File: src/rtl/pipe_pkg.sv
// Shared definitions for the pipeline skid register stage.
package pipe_pkg;

  typedef enum logic [1:0] {
    EMPTY = 2'd0,
    ONE   = 2'd1,
    TWO   = 2'd2
  } state_e;

  // RISC-V canonical NOP (addi x0, x0, 0), the usual bubble for the IF/ID stage.
  localparam logic [31:0] RV_NOP = 32'h0000_0013;

  // Entries held in each state. The state encoding equals the count.
  function automatic logic [1:0] occ_of(input state_e s);
    return logic'(s == ONE) ? 2'd1 : ((s == TWO) ? 2'd2 : 2'd0);
  endfunction

endpackage

File: src/rtl/sat_cnt.sv
// Saturating up-counter that accepts an increment of 0..3 per cycle.
module sat_cnt #(
  parameter int CNT_W = 16
) (
  input  logic             clk,
  input  logic             rst,
  input  logic             clear,
  input  logic [1:0]       inc,
  output logic [CNT_W-1:0] cnt
);

  logic [CNT_W-1:0] cnt_q, cnt_d;
  logic [CNT_W:0]   sum;

  // Next count: add the increment with one carry bit, clamp at all-ones.
  always_comb begin
    sum   = {1'b0, cnt_q} + (CNT_W+1)'(inc);
    cnt_d = sum[CNT_W] ? {CNT_W{1'b1}} : sum[CNT_W-1:0];
    if (clear) cnt_d = '0;
  end

  // Counter register with synchronous active-low reset.
  always_ff @(posedge clk) begin
    if (!rst) cnt_q <= '0;
    else      cnt_q <= cnt_d;
  end

  assign cnt = cnt_q;

endmodule

File: src/rtl/pipe_skid_reg.sv
// Two-entry skid register for a valid/ready pipeline stage.
// in_ready is registered so out_ready never reaches the upstream side
// combinationally; the skid entry absorbs the one beat in flight.
//
//   state | meaning
//   EMPTY | nothing held, out_valid low, out_data = BUBBLE
//   ONE   | main holds the head entry
//   TWO   | main holds head, skid holds the next entry, in_ready low
module pipe_skid_reg
  import pipe_pkg::*;
#(
  parameter int                DATA_W = 64,
  parameter logic [DATA_W-1:0] BUBBLE = '0,
  parameter int                CNT_W  = 16
) (
  input  logic              clk,
  input  logic              rst,
  input  logic              flush,
  input  logic              in_valid,
  output logic              in_ready,
  input  logic [DATA_W-1:0] in_data,
  output logic              out_valid,
  input  logic              out_ready,
  output logic [DATA_W-1:0] out_data,
  output logic [1:0]        occupancy,
  output logic [CNT_W-1:0]  drop_cnt
);

  state_e            state_q, state_d;
  logic [DATA_W-1:0] main_q, main_d;
  logic [DATA_W-1:0] skid_q, skid_d;
  logic              in_ready_q, in_ready_d;
  logic [1:0]        drop_inc;
  logic              accept, emit;

  assign occupancy = occ_of(state_q);
  assign out_valid = (state_q != EMPTY);
  assign out_data  = out_valid ? main_q : BUBBLE;
  assign in_ready  = in_ready_q;
  assign accept    = in_valid & in_ready_q;
  assign emit      = out_valid & out_ready;

  // Next-state and datapath; flush wins over both handshakes. An entry
  // emitted in the flush cycle leaves normally and is not counted as dropped.
  always_comb begin
    state_d  = state_q;
    main_d   = main_q;
    skid_d   = skid_q;
    drop_inc = 2'd0;
    if (flush) begin
      state_d  = EMPTY;
      main_d   = BUBBLE;
      skid_d   = BUBBLE;
      drop_inc = occupancy + {1'b0, accept} - {1'b0, emit};
    end else begin
      unique case (state_q)
        EMPTY: begin
          if (accept) begin
            state_d = ONE;
            main_d  = in_data;
          end
        end
        ONE: begin
          if (accept && !emit) begin
            state_d = TWO;
            skid_d  = in_data;
          end else if (emit && !accept) begin
            state_d = EMPTY;
            main_d  = BUBBLE;
          end else if (accept && emit) begin
            main_d  = in_data;
          end
        end
        TWO: begin
          if (emit) begin
            state_d = ONE;
            main_d  = skid_q;
            skid_d  = BUBBLE;
          end
        end
        default: begin
          state_d = EMPTY;
          main_d  = BUBBLE;
          skid_d  = BUBBLE;
        end
      endcase
    end
    in_ready_d = (state_d != TWO);
  end

  // State and payload registers; reset discards everything without counting.
  always_ff @(posedge clk) begin
    if (!rst) begin
      state_q    <= EMPTY;
      main_q     <= BUBBLE;
      skid_q     <= BUBBLE;
      in_ready_q <= 1'b1;
    end else begin
      state_q    <= state_d;
      main_q     <= main_d;
      skid_q     <= skid_d;
      in_ready_q <= in_ready_d;
    end
  end

  sat_cnt #(.CNT_W(CNT_W)) u_drop_cnt (
    .clk   (clk),
    .rst   (rst),
    .clear (1'b0),
    .inc   (drop_inc),
    .cnt   (drop_cnt)
  );

endmodule

File: config.mk
export PLATFORM = sky130hd
export DESIGN_NAME = pipe_skid_reg
export DESIGN_NICKNAME = d
export VERILOG_FILES = /design/src/rtl/pipe_pkg.sv /design/src/rtl/sat_cnt.sv /design/src/rtl/pipe_skid_reg.sv
export SDC_FILE = /design/constraint.sdc
export NUM_CORES = 1
export LEC_CHECK = 0
export BUFFER_PORTS_ARGS = -buffer_cell sky130_fd_sc_hd__buf_2
export CAP_MARGIN = 20
export CORE_MARGIN = 1
export CORE_UTILIZATION = 50
export DETAILED_ROUTE_END_ITERATION = 12
export HOLD_SLACK_MARGIN = 0.15
export PLACE_DENSITY = 0.82
export REMOVE_ABC_BUFFERS = 1
export SLEW_MARGIN = 25
export SYNTH_ARGS = -nofsm -noshare
export SYNTH_HDL_FRONTEND = slang
export SYNTH_SLANG_ARGS = --single-unit
export TNS_END_PERCENT = 1
File: constraint.sdc
create_clock -name clk -period 10.3 [get_ports clk]
set_clock_uncertainty 0.15 [all_clocks]
set_input_delay 1.03 -clock clk [delete_from_list [all_inputs] [get_ports clk]]
set_output_delay 1.03 -clock clk [all_outputs]
set_load 0.05 [all_outputs]
==> results of run 1 <==
-- state kept, by name (all words and copies together) (netlist names) --
register        count
u_drop_cnt.cnt     16
in_ready            1
skid_q             64
state_q             2
main_q             64
-- Yosys cell counts (2+ instances only) --
cell type | n | share of area, %
dfxtp_1 | 147 | 47
a21oi_1 | 82 | 6.5
nand2_1 | 74 | 4.4
nand3_1 | 66 | 5.3
and2_1 | 65 | 6.5
a22oi_1 | 64 | 7.6
o2bb2ai_1 | 64 | 8.9
clkbuf_1 | 30 | 1.8
buf_2 | 24 | 1.9
xnor2_1 | 11 | 1.5
inv_1 | 10 | 0.60
buf_4 | 8 | 0.96
nor2_1 | 6 | 0.36
ha_1 | 5 | 1.0
nor3_1 | 4 | 0.32
nor2b_1 | 3 | 0.30
a31oi_1 | 2 | 0.20
nand2b_1 | 2 | 0.20
nand3_2 | 2 | 0.32
nand4_1 | 2 | 0.20
nor4_1 | 2 | 0.20
o21a_1 | 2 | 0.24
-- logic make-up (layout without fill, tap and decap cells) --
family / count (synthesis) / in the layout / share of synthesized area (%)
and+or+nand+nor: 238 / 238 / 20.20
AOI/OAI and AO/OA: 221 / 221 / 24.58
DFF: 147 / 147 / 46.85
buffers and inverters: 74 / 203 / 5.379
xor gates and xnor gates: 12 / 12 / 1.673
adders and majority gates: 6 / 6 / 1.315
-- power groups by stage --
stage / Clock [mW] / Combinational, mW / Sequential [mW]
final: 0.655 / 0.0932 / 0.587
after global routing: 0.689 / 0.102 / 0.587
after CTS: 0.661 / 0.0932 / 0.586
after detailed placement: 0 / 0.0928 / 0.598
after global placement: 0 / 0.0918 / 0.598
after floorplan: 0 / 0.0512 / 0.600
-- metal layers --
metal	routed length [um]	global-route usage, %
met1	7056	32.71
met4	316	9.524
met3	991	6.353
met2	7572	39.84
met5	0	0
-- how the worst max path moves through the flow --
stage | start | to | slack (ns) | depth (start not counted)
after CTS | state_q[0]$_SDFF_PN0_ | u_drop_cnt.cnt[0]$_SDFF_PN0_ | 5.95 | 13
final | state_q[0]$_SDFF_PN0_ | u_drop_cnt.cnt[10]$_SDFF_PN0_ | 6.03 | 13
after global placement | state_q[0]$_SDFF_PN0_ | u_drop_cnt.cnt[0]$_SDFF_PN0_ | 6.07 | 13
after global routing | state_q[0]$_SDFF_PN0_ | u_drop_cnt.cnt[10]$_SDFF_PN0_ | 5.59 | 13
after detailed placement | state_q[0]$_SDFF_PN0_ | u_drop_cnt.cnt[0]$_SDFF_PN0_ | 6.00 | 13
after floorplan | state_q[0]$_SDFF_PN0_ | u_drop_cnt.cnt[0]$_SDFF_PN0_ | 4.51 | 10
-- area by class of cell --
class / count / area (um2)
repair buffers: 160 / 820.8
inverters: 11 / 41.29
clock buffers: 22 / 474.2
fillers: 1046 / 4442
multi-input cells: 477 / 3027
well taps: 168 / 210.2
clock inverters: 10 / 153.9
flip-flops and latches: 147 / 2943
-- worst register-to-register path, stage by stage, from the launching register on --
cell	delay [ns]
dfxtp_1	0.60
or2_2	0.83
nand2_1	0.18
ha_1	0.33
inv_1	0.04
ha_1	0.18
xnor2_1	0.16
xnor2_1	0.14
nand2_1	0.11
fa_1	0.45
nand4b_4	0.25
nor3_4	0.28
nand3_2	0.29
a21oi_1	0.21
-- per-stage QoR --
stage	worst slack, ns	power (mW)	std cells	util (%)
global route	5.587	1.378	995	63.33
finish	6.031	1.335	995	63.33
floorplan	4.510	0.6515	635	-
global placement	6.066	0.6902	963	58.14
detailed placement	5.995	0.6912	963	58.14
CTS	5.948	1.341	995	63.33
==> impl_metrics.py, run 1 <==
metrics = {
    "run_status": {
        "outcome": "completed",
    },
    "global_routing": {
        "grt_pass1_vias": 5370,
        "grt_antenna_before_repair": 0,
        "grt_max_degree": 67,
        "grt_usage_pct": 25.03,
        "overflow": 0,
        "grt_pass1_wl_mm": 25.79,
    },
    "critical_path": {
        "cp-start-kind": "register",
        "crit_chain": "or2_2, nand2_1, ha_1, inv_1, ha_1, xnor2_1, xnor2_1, nand2_1, fa_1, nand4b_4, nor3_4, nand3_2, a21oi_1",
        "slowest_delay_ns": 0.83,
        "endpoint_kind": "register",
        "r2r_cells": 13,
        "cp.required_ns": 10.49,
        "worstPathMaxFanout": 66,
        "r2r-start": "state_q[0]$_SDFF_PN0_",
        "rrSetupSlack_ns": 6.03,
        "arrival_ns": 4.46,
        "worst_path_max_delay_cell": "or2_2",
        "crit_buf_inv": 1,
        "reg2reg_to": "u_drop_cnt.cnt[10]$_SDFF_PN0_",
        "path_delay_family": "simple AND/OR/NAND/NOR gates",
        "crit_type": "register to register",
    },
    "cells_and_area": {
        "diodes": 0,
        "drive_gt1_share_pct": 24.91,
        "layout_commonest_cell": "buf_2",
        "final_area_um2": 7670,
        "final_nets": 889,
        "layout_common_cells": "buf_2 (152), dfxtp_1 (147), a21oi_1 (82)",
        "syn2layout_area_growth_pct": 22.11,
    },
    "timing": {
        "worst_pin_slew_ns": 0.9776,
        "finalHoldViolations": 0,
        "rsz0062_at_grt": "no",
        "setup_viol": 0,
        "fmax_ghz": 0.2342,
        "period_share_pct": 41.45,
        "slew_headroom_pct": 34.83,
        "min_period_ns": 4.269,
        "fin_setup_tns_ns": 0,
        "worst_hold_slack_ns": 0.3017,
        "slew_violations": 0,
    },
    "job": {
        "max_cap_viol_count": 0,
    },
    "die": {
        "rows": 40,
        "die_w_um": 114.1,
        "start_util_pct": 51.86,
        "boundaryPins": 153,
        "dieArea_um2": 13010,
        "die_h_um": 114.1,
        "core_area_um2": 12110,
    },
    "yosys": {
        "netlist_area_um2": 6281,
        "synth-edff-count": 0,
        "syn_avg_cell_area_um2": 8.999,
        "ys_ff_latch": 147,
        "yosysSeqAreaShare_pct": 46.85,
        "synth_cell_type_count": 45,
        "synthArstFlopShare_pct": 0,
        "synth_flop_cell": "dfxtp_1",
        "syn_inst": 698,
        "yosys_warnings": 0,
    },
    "power": {
        "power.density_nw_per_um2": 174.1,
        "power.switching_uw": 302.4,
        "netSwitchingFraction_pct": 22.65,
        "pwr-share-clk_pct": 49.1,
        "internal_power_mw": 1.033,
        "share_comb_of_total_power_pct": 7.0,
        "irDropWorstVdd_v": 0.0001176,
        "p_leak_nw": 3.158,
        "pwr-share-seq_pct": 43.9,
    },
    "placed_design": {
        "placedInstanceArea_um2": 7042,
        "hpwl_mm": 9.150,
        "gp_congestion": 0.7711,
        "io_buffers": 152,
    },
    "min_path": {
        "worstHoldStart": "skid_q[17]$_SDFFE_PP0P_",
        "hold_class": "register to register",
        "worst_hold_path.num_cells": 2,
        "holdPathEnd": "skid_q[17]$_SDFFE_PP0P_",
    },
    "routing": {
        "drc": 0,
        "drt_wl_total_mm": 15.94,
        "vias": 5720,
        "ant_nets": 0,
        "drt-vias-per-instance": 5.749,
        "drt_iter0_drc": 550,
        "avgRoutedWirePerCell_um": 16.02,
        "firstDrtPassIters": 5,
    },
    "clock_network": {
        "cts_tree": "built",
        "cts-resized-gates": 0,
        "post_cts.repair.setup_buffers": 0,
        "insertion_delay_ns": 0.42,
        "clockBufferDepth": 2,
        "path_clk_slew_ns": 0.06,
        "numCtsBuffers": 17,
        "cts_hold_buf": 0,
        "clock-sinks": 147,
        "cts-root-buf": "clkbuf_16",
        "htreeDepth": 4,
    },
}
(Power assumes the default switching activity.)
==> run 2, diff against run 1 <==
--- a/config.mk
+++ b/config.mk
@@ -8,10 +8,10 @@
 export BUFFER_PORTS_ARGS = -buffer_cell sky130_fd_sc_hd__buf_2
 export CAP_MARGIN = 20
 export CORE_MARGIN = 1
-export CORE_UTILIZATION = 50
+export CORE_UTILIZATION = 48
 export DETAILED_ROUTE_END_ITERATION = 12
 export HOLD_SLACK_MARGIN = 0.15
-export PLACE_DENSITY = 0.82
+export PLACE_DENSITY = 0.83
 export REMOVE_ABC_BUFFERS = 1
 export SLEW_MARGIN = 25
 export SYNTH_ARGS = -nofsm -noshare
==> constraint.sdc (replaced) <==
create_clock -name clk -period 3.58 [get_ports clk]
set_clock_uncertainty 0.15 [all_clocks]
set_input_delay 0.358 -clock clk [delete_from_list [all_inputs] [get_ports clk]]
set_output_delay 0.358 -clock clk [all_outputs]
set_load 0.05 [all_outputs]
==> run 2 against run 1 <==
  * Clock power rose to 2.9 times the previous value
  * Count of clock-buffer cells in the layout rose by 3
  * Setup slack got worse by 5.8 ns
  * Sequential share of layout area fell by 3.3 points
  * Combinational power rose to 3.6 times the previous value
  * Routed wire length rose by 10%
  * Maximum frequency rose by 29%
  * Worst hold slack got worse by 0.015 ns
  * Flip-flop and latch count did not move
  * Power rose to 2.9 times the previous value
  * Design area rose by 9.5%
  * Critical path type unchanged
  * Largest cell class unchanged
  * Highest routed layer unchanged
==> impl_metrics.py, run 2 (synthesis gave the netlist of run 1 again) <==
metrics = {
    "power": {
        "power.switching_uw": 883.3,
        "pwr-share-seq_pct": 43.1,
        "pwr-share-clk_pct": 48.4,
        "irDropWorstVdd_v": 0.0002656,
        "share_comb_of_total_power_pct": 8.5,
        "power.density_nw_per_um2": 466.2,
        "p_leak_nw": 3.453,
        "internal_power_mw": 3.030,
        "netSwitchingFraction_pct": 22.57,
    },
    "clock_network": {
        "cts_hold_buf": 65,
        "cts-resized-gates": 0,
        "insertion_delay_ns": 0.43,
        "clock-sinks": 147,
        "post_cts.repair.setup_buffers": 0,
        "clockBufferDepth": 2,
        "htreeDepth": 4,
        "path_clk_slew_ns": 0.06,
        "cts-root-buf": "clkbuf_16",
        "numCtsBuffers": 17,
        "cts_tree": "built",
    },
    "routing": {
        "firstDrtPassIters": 6,
        "ant_nets": 0,
        "avgRoutedWirePerCell_um": 16.43,
        "drc": 0,
        "vias": 6024,
        "drt_wl_total_mm": 17.54,
        "drt_iter0_drc": 584,
        "drt-vias-per-instance": 5.640,
    },
    "timing": {
        "fin_setup_tns_ns": 0,
        "period_share_pct": 92.29,
        "min_period_ns": 3.304,
        "fmax_ghz": 0.3027,
        "worst_pin_slew_ns": 0.8295,
        "slew_violations": 0,
        "rsz0062_at_grt": "no",
        "worst_hold_slack_ns": 0.2865,
        "slew_headroom_pct": 44.58,
        "finalHoldViolations": 0,
        "setup_viol": 0,
    },
    "die": {
        "boundaryPins": 153,
        "core_area_um2": 12670,
        "die_h_um": 116.4,
        "dieArea_um2": 13550,
        "start_util_pct": 49.57,
        "rows": 41,
        "die_w_um": 116.4,
    },
    "global_routing": {
        "grt_antenna_before_repair": 0,
        "grt_pass1_vias": 5835,
        "overflow": 0,
        "grt_pass1_wl_mm": 27.95,
        "grt_usage_pct": 26.41,
        "grt_max_degree": 67,
    },
    "placed_design": {
        "gp_congestion": 0.7902,
        "dpl.cell_count": 971,
        "io_buffers": 152,
        "hpwl_mm": 9.216,
        "placedInstanceArea_um2": 7102,
    },
    "critical_path": {
        "endpoint_kind": "register",
        "worstPathMaxFanout": 13,
        "rrSetupSlack_ns": 0.28,
        "r2r-start": "state_q[1]$_SDFF_PN0_",
        "cp-start-kind": "register",
        "crit_type": "register to register",
        "cp.required_ns": 3.77,
        "reg2reg_to": "u_drop_cnt.cnt[1]$_SDFF_PN0_",
        "arrival_ns": 3.50,
        "r2r_cells": 13,
    },
    "cells_and_area": {
        "layout_commonest_cell": "buf_2",
        "seqCellArea_um2": 2943,
        "layout.cells.non_filler": 1068,
        "layout_common_cells": "buf_2 (152), dfxtp_1 (147), a21oi_1 (82)",
        "drive_gt1_share_pct": 23.55,
        "filler_cell_count": 972,
        "multi_input_area_um2": 3027,
        "final_nets": 958,
        "diodes": 0,
        "syn2layout_area_growth_pct": 33.67,
        "post-route-util_pct": 66.26,
        "final_area_um2": 8396,
    },
    "min_path": {
        "worstHoldStart": "rst",
        "worst_hold_path.num_cells": 3,
        "hold_class": "input port to register",
        "holdPathEnd": "u_drop_cnt.cnt[3]$_SDFF_PN0_",
    },
    "job": {
        "max_cap_viol_count": 0,
    },
    "run_status": {
        "outcome": "completed",
    },
}
==> run 2: changes by cell type in the layout (fill, tap and decap cells not counted) <==
cell,change
buf_12,+2
buf_4,+2
bufinv_16,-1
clkbuf_1,-1
clkbuf_8,+4
clkinv_2,-4
clkinv_4,-1
clkinvlp_4,+3
dlygate4sd3_1,+65
==> run 2: worst max-delay path, stage by stage, from the launching register on <==
cell and delay (ns):
dfxtp_1 0.31, or2_2 0.30, nand2_1 0.10, ha_1 0.23
inv_1 0.06, ha_1 0.16, xnor2_1 0.15, xnor2_1 0.14
nand2_1 0.11, fa_1 0.45, nand4b_4 0.25, nor3_4 0.28
nand3_2 0.30, a21oi_1 0.23
==> run 2: power by group through the flow <==
stage	Clock [mW]	Combinational, mW	Sequential (mW)
finish	1.89	0.334	1.69
global route	1.99	0.362	1.69
detailed placement	0	0.273	1.72
CTS	1.92	0.329	1.69
floorplan	0	0.147	1.73
global placement	0	0.269	1.72
==> run 2: final cells by class <==
type	count	share of cell area (%)
Multi-Input combinational cell	477	36.05
Timing Repair Buffer	229	18.18
Sequential cell	147	35.05
Clock inverter	7	1.401
Inverter	11	0.4918
Clock buffer	25	6.259
Tap cell	172	2.563
==> run 2: per-stage QoR <==
step	power, mW	worst slack [ns]
floorplan	1.874	-2.210
global placement	1.990	0.4009
detailed placement	1.994	0.2997
CTS	3.932	0.3118
global route	4.044	0.05564
finish	3.914	0.2762
==> run 2: worst max path at each step <==
| stage | startpoint | end |
|---|---|---|
| 2_1_floorplan | state_q[0]$_SDFF_PN0_ | u_drop_cnt.cnt[0]$_SDFF_PN0_ |
| 3_3_place_gp | out_ready | u_drop_cnt.cnt[1]$_SDFF_PN0_ |
| 3_5_place_dp | out_ready | u_drop_cnt.cnt[1]$_SDFF_PN0_ |
| 4_1_cts | state_q[1]$_SDFF_PN0_ | u_drop_cnt.cnt[1]$_SDFF_PN0_ |
| 5_1_grt | state_q[1]$_SDFF_PN0_ | u_drop_cnt.cnt[5]$_SDFF_PN0_ |
| 6_report | state_q[1]$_SDFF_PN0_ | u_drop_cnt.cnt[1]$_SDFF_PN0_ |
==> run 2: layer usage <==
layer  global-route usage [%]  routed length, um  part of all wire [%]
met1                    32.16               7561                    43
met2                    44.02               8543                    49
met3                    5.501                984                   5.6
met4                    13.68                453                   2.6
met5                        0                  0                     0
==> run 3, diff against run 2 <==
--- a/config.mk
+++ b/config.mk
@@ -5,13 +5,15 @@
 export SDC_FILE = /design/constraint.sdc
 export NUM_CORES = 1
 export LEC_CHECK = 0
+export ABC_AREA = 1
 export BUFFER_PORTS_ARGS = -buffer_cell sky130_fd_sc_hd__buf_2
 export CAP_MARGIN = 20
 export CORE_MARGIN = 1
-export CORE_UTILIZATION = 48
+export CORE_UTILIZATION = 50
+export CTS_CLUSTER_DIAMETER = 40
 export DETAILED_ROUTE_END_ITERATION = 12
 export HOLD_SLACK_MARGIN = 0.15
-export PLACE_DENSITY = 0.83
+export PLACE_DENSITY = 0.84
 export REMOVE_ABC_BUFFERS = 1
 export SLEW_MARGIN = 25
 export SYNTH_ARGS = -nofsm -noshare
==> run 3 against run 2 <==
  * Via count up 31%
  * Flip-flop and latch count unchanged
  * Synthesized cell count up 72%
  * Routed wire length up 14%
  * Design area up 8.4%
  * Utilization down 3.6 points
  * Cell count up 44%
  * Non-clock buffer count down 33
  * Maximum frequency down 0.77%
  * Sequential share of layout area down 2.7 points
  * Count of clock-buffer cells in the layout up 2
  * Critical endpoint is now u_drop_cnt.cnt[14]$_SDFF_PN0_
  * Largest power group unchanged
  * Highest routed layer unchanged
==> impl_metrics.py, run 3 <==
metrics = {
    "run_status": {
        "outcome": "completed",
    },
    "routing": {
        "vias": 7884,
        "drc": 0,
        "drt_iter0_drc": 730,
        "firstDrtPassIters": 6,
        "avgRoutedWirePerCell_um": 13.03,
        "drt_wl_total_mm": 20.03,
        "drt-vias-per-instance": 5.129,
        "ant_nets": 0,
    },
    "clock_network": {
        "numCtsBuffers": 17,
        "clockBufferDepth": 2,
        "cts-root-buf": "clkbuf_16",
        "cts-resized-gates": 0,
        "insertion_delay_ns": 0.42,
        "path_clk_slew_ns": 0.06,
        "htreeDepth": 4,
        "cts_hold_buf": 31,
        "cts_tree": "built",
        "post_cts.repair.setup_buffers": 0,
        "clock-sinks": 147,
    },
    "critical_path": {
        "rrSetupSlack_ns": 0.25,
        "cp.required_ns": 3.75,
        "endpoint_kind": "register",
        "arrival_ns": 3.50,
        "crit_type": "register to register",
        "worstPathMaxFanout": 5,
        "cp-start-kind": "register",
        "r2r-start": "state_q[0]$_SDFF_PN0_",
        "r2r_cells": 16,
        "reg2reg_to": "u_drop_cnt.cnt[14]$_SDFF_PN0_",
    },
    "yosys": {
        "ys_ff_latch": 147,
        "yosysSeqAreaShare_pct": 39.59,
        "synth_top_area_share_pct": 39.59,
        "yosys-top-cells-area": "dfxtp_1 (40%), nand2_1 (17%), nor2_1 (10%), a21oi_1 (7.4%), inv_1 (7.3%)",
        "synth_cell_type_count": 25,
        "syn_inst": 1199,
        "netlist_area_um2": 7433,
        "synth_most_common_cell": "nand2_1",
        "synthArstFlopShare_pct": 0,
        "synth_area_leader_cell": "dfxtp_1",
        "synth_flop_cell": "dfxtp_1",
        "yosys_warnings": 0,
        "syn_avg_cell_area_um2": 6.200,
        "synth_common_cells": "nand2_1 (335), nor2_1 (201), dfxtp_1 (147)",
        "synth-edff-count": 0,
    },
    "cells_and_area": {
        "layout_common_cells": "nand2_1 (333), nor2_1 (200), buf_2 (152)",
        "layout_commonest_cell": "nand2_1",
        "syn2layout_area_growth_pct": 22.47,
        "final_nets": 1415,
        "final_area_um2": 9104,
        "drive_gt1_share_pct": 15.24,
    },
    "die": {
        "core_area_um2": 14530,
        "die_h_um": 123.9,
        "start_util_pct": 51.14,
        "die_w_um": 123.9,
        "dieArea_um2": 15360,
        "rows": 44,
        "boundaryPins": 153,
    },
    "min_path": {
        "hold_class": "input port to register",
        "holdPathEnd": "main_q[22]$_SDFFE_PP0P_",
        "worst_hold_path.num_cells": 5,
        "worstHoldStart": "in_data[22]",
    },
    "global_routing": {
        "overflow": 0,
        "grt_antenna_before_repair": 1,
        "grt_pass1_vias": 7073,
        "grt_pass1_wl_mm": 32.66,
        "grt_max_degree": 68,
        "grt_usage_pct": 27.04,
    },
    "job": {
        "max_cap_viol_count": 0,
    },
    "power": {
        "pwr-share-clk_pct": 44.5,
        "power.density_nw_per_um2": 438.6,
        "p_leak_nw": 4.202,
        "internal_power_mw": 2.971,
        "power.switching_mw": 1.022,
        "irDropWorstVdd_v": 0.0003623,
        "share_comb_of_total_power_pct": 12.4,
        "netSwitchingFraction_pct": 25.60,
        "pwr-share-seq_pct": 43.1,
    },
    "timing": {
        "fmax_ghz": 0.3003,
        "slew_violations": 0,
        "finalHoldViolations": 0,
        "period_share_pct": 93.01,
        "slew_headroom_pct": 39.44,
        "setup_viol": 0,
        "finalWorstSetupSlack_ns": 0.2504,
        "rsz0062_at_grt": "no",
        "min_period_ns": 3.330,
        "worst_hold_slack_ns": 0.1587,
        "worst_pin_slew_ns": 0.9051,
    },
    "placed_design": {
        "post-place-ws_ns": 0.2625,
        "io_buffers": 152,
        "placedInstanceArea_um2": 8208,
        "hpwl_mm": 11.99,
        "gp_congestion": 0.8410,
    },
}
==> run 3: changes by cell type after synthesis, sizes merged, moves of 64 or more <==
cell / change
nand2: +263
nor2: +196
inv: +140
o21ai: +97
and2: -66
a22oi: -64
o2bb2ai: -64
==> run 3: power by group through the flow <==
stage,clock network (mW),logic [mW],registers [mW]
finish,1.78,0.494,1.72
detailed placement,0,0.463,1.76
global placement,0,0.452,1.75
global route,1.88,0.557,1.73
floorplan,0,0.293,1.76
CTS,1.79,0.493,1.72
==> run 3: cell families after synthesis <==
group / after synthesis / share of synthesized area (%)
fa+ha+maj: 6 / 1.111
xor+xnor: 6 / 0.7069
simple gates: 601 / 31.61
compound gates: 214 / 14.56
flops: 147 / 39.59
buf+inv: 225 / 12.42
==> run 3: how the worst max path moves through the flow <==
stage,start,end,slack [ns],depth (start not counted)
after global placement,state_q[0]$_SDFF_PN0_,u_drop_cnt.cnt[14]$_SDFF_PN0_,0.35,16
after CTS,state_q[0]$_SDFF_PN0_,u_drop_cnt.cnt[13]$_SDFF_PN0_,0.24,17
after floorplan,state_q[1]$_SDFF_PN0_,u_drop_cnt.cnt[14]$_SDFF_PN0_,-1.59,12
final,state_q[0]$_SDFF_PN0_,u_drop_cnt.cnt[14]$_SDFF_PN0_,0.25,16
after global routing,state_q[0]$_SDFF_PN0_,u_drop_cnt.cnt[14]$_SDFF_PN0_,0.03,16
after detailed placement,state_q[0]$_SDFF_PN0_,u_drop_cnt.cnt[14]$_SDFF_PN0_,0.26,16
==> run 3: critical path, stage by stage, from the launching register on <==
cell,delay [ns]
dfxtp_1,0.45
inv_2,0.09
nand2_2,0.13
nand2_2,0.10
ha_1,0.28
inv_1,0.04
ha_1,0.19
xnor2_1,0.17
xor2_1,0.16
nand2_1,0.11
fa_1,0.48
nor2_1,0.19
nand2_1,0.12
nor2_1,0.22
nand2_1,0.12
nor3_1,0.15
nor2_1,0.05
==> run 3: final cells by class <==
| class | instances | area [um2] |
|---|---|---|
| diodes | 1 | 2.502 |
| clock buffers | 27 | 513.0 |
| clock inverters | 4 | 70.07 |
| fillers | 1317 | 5430 |
| inverters | 151 | 571.8 |
| multi-input cells | 827 | 3592 |
| flip-flops and latches | 147 | 2943 |
| well taps | 184 | 230.2 |
| repair buffers | 196 | 1181 |
==> run 3: per-stage QoR <==
stage	power [mW]	utilization, %	instances	setup TNS (ns)
2_1_floorplan	2.053	-	1125	-80.11
6_report	3.993	62.64	1537	0
4_1_cts	4.008	62.62	1536	0
3_3_place_gp	2.207	56.46	1474	0
5_1_grt	4.161	62.64	1537	0
3_5_place_dp	2.220	56.47	1474	0
==> run 3: metal layers <==
metal | track usage (%) | part of all wire, % | vias to the layer above
met5 | 0 | 0 | -
met2 | 45.73 | 48 | 303
met4 | 10.64 | 2.2 | 0
met3 | 5.952 | 6.9 | 45
met1 | 33.36 | 43 | 3550
li1 | - | - | 3986
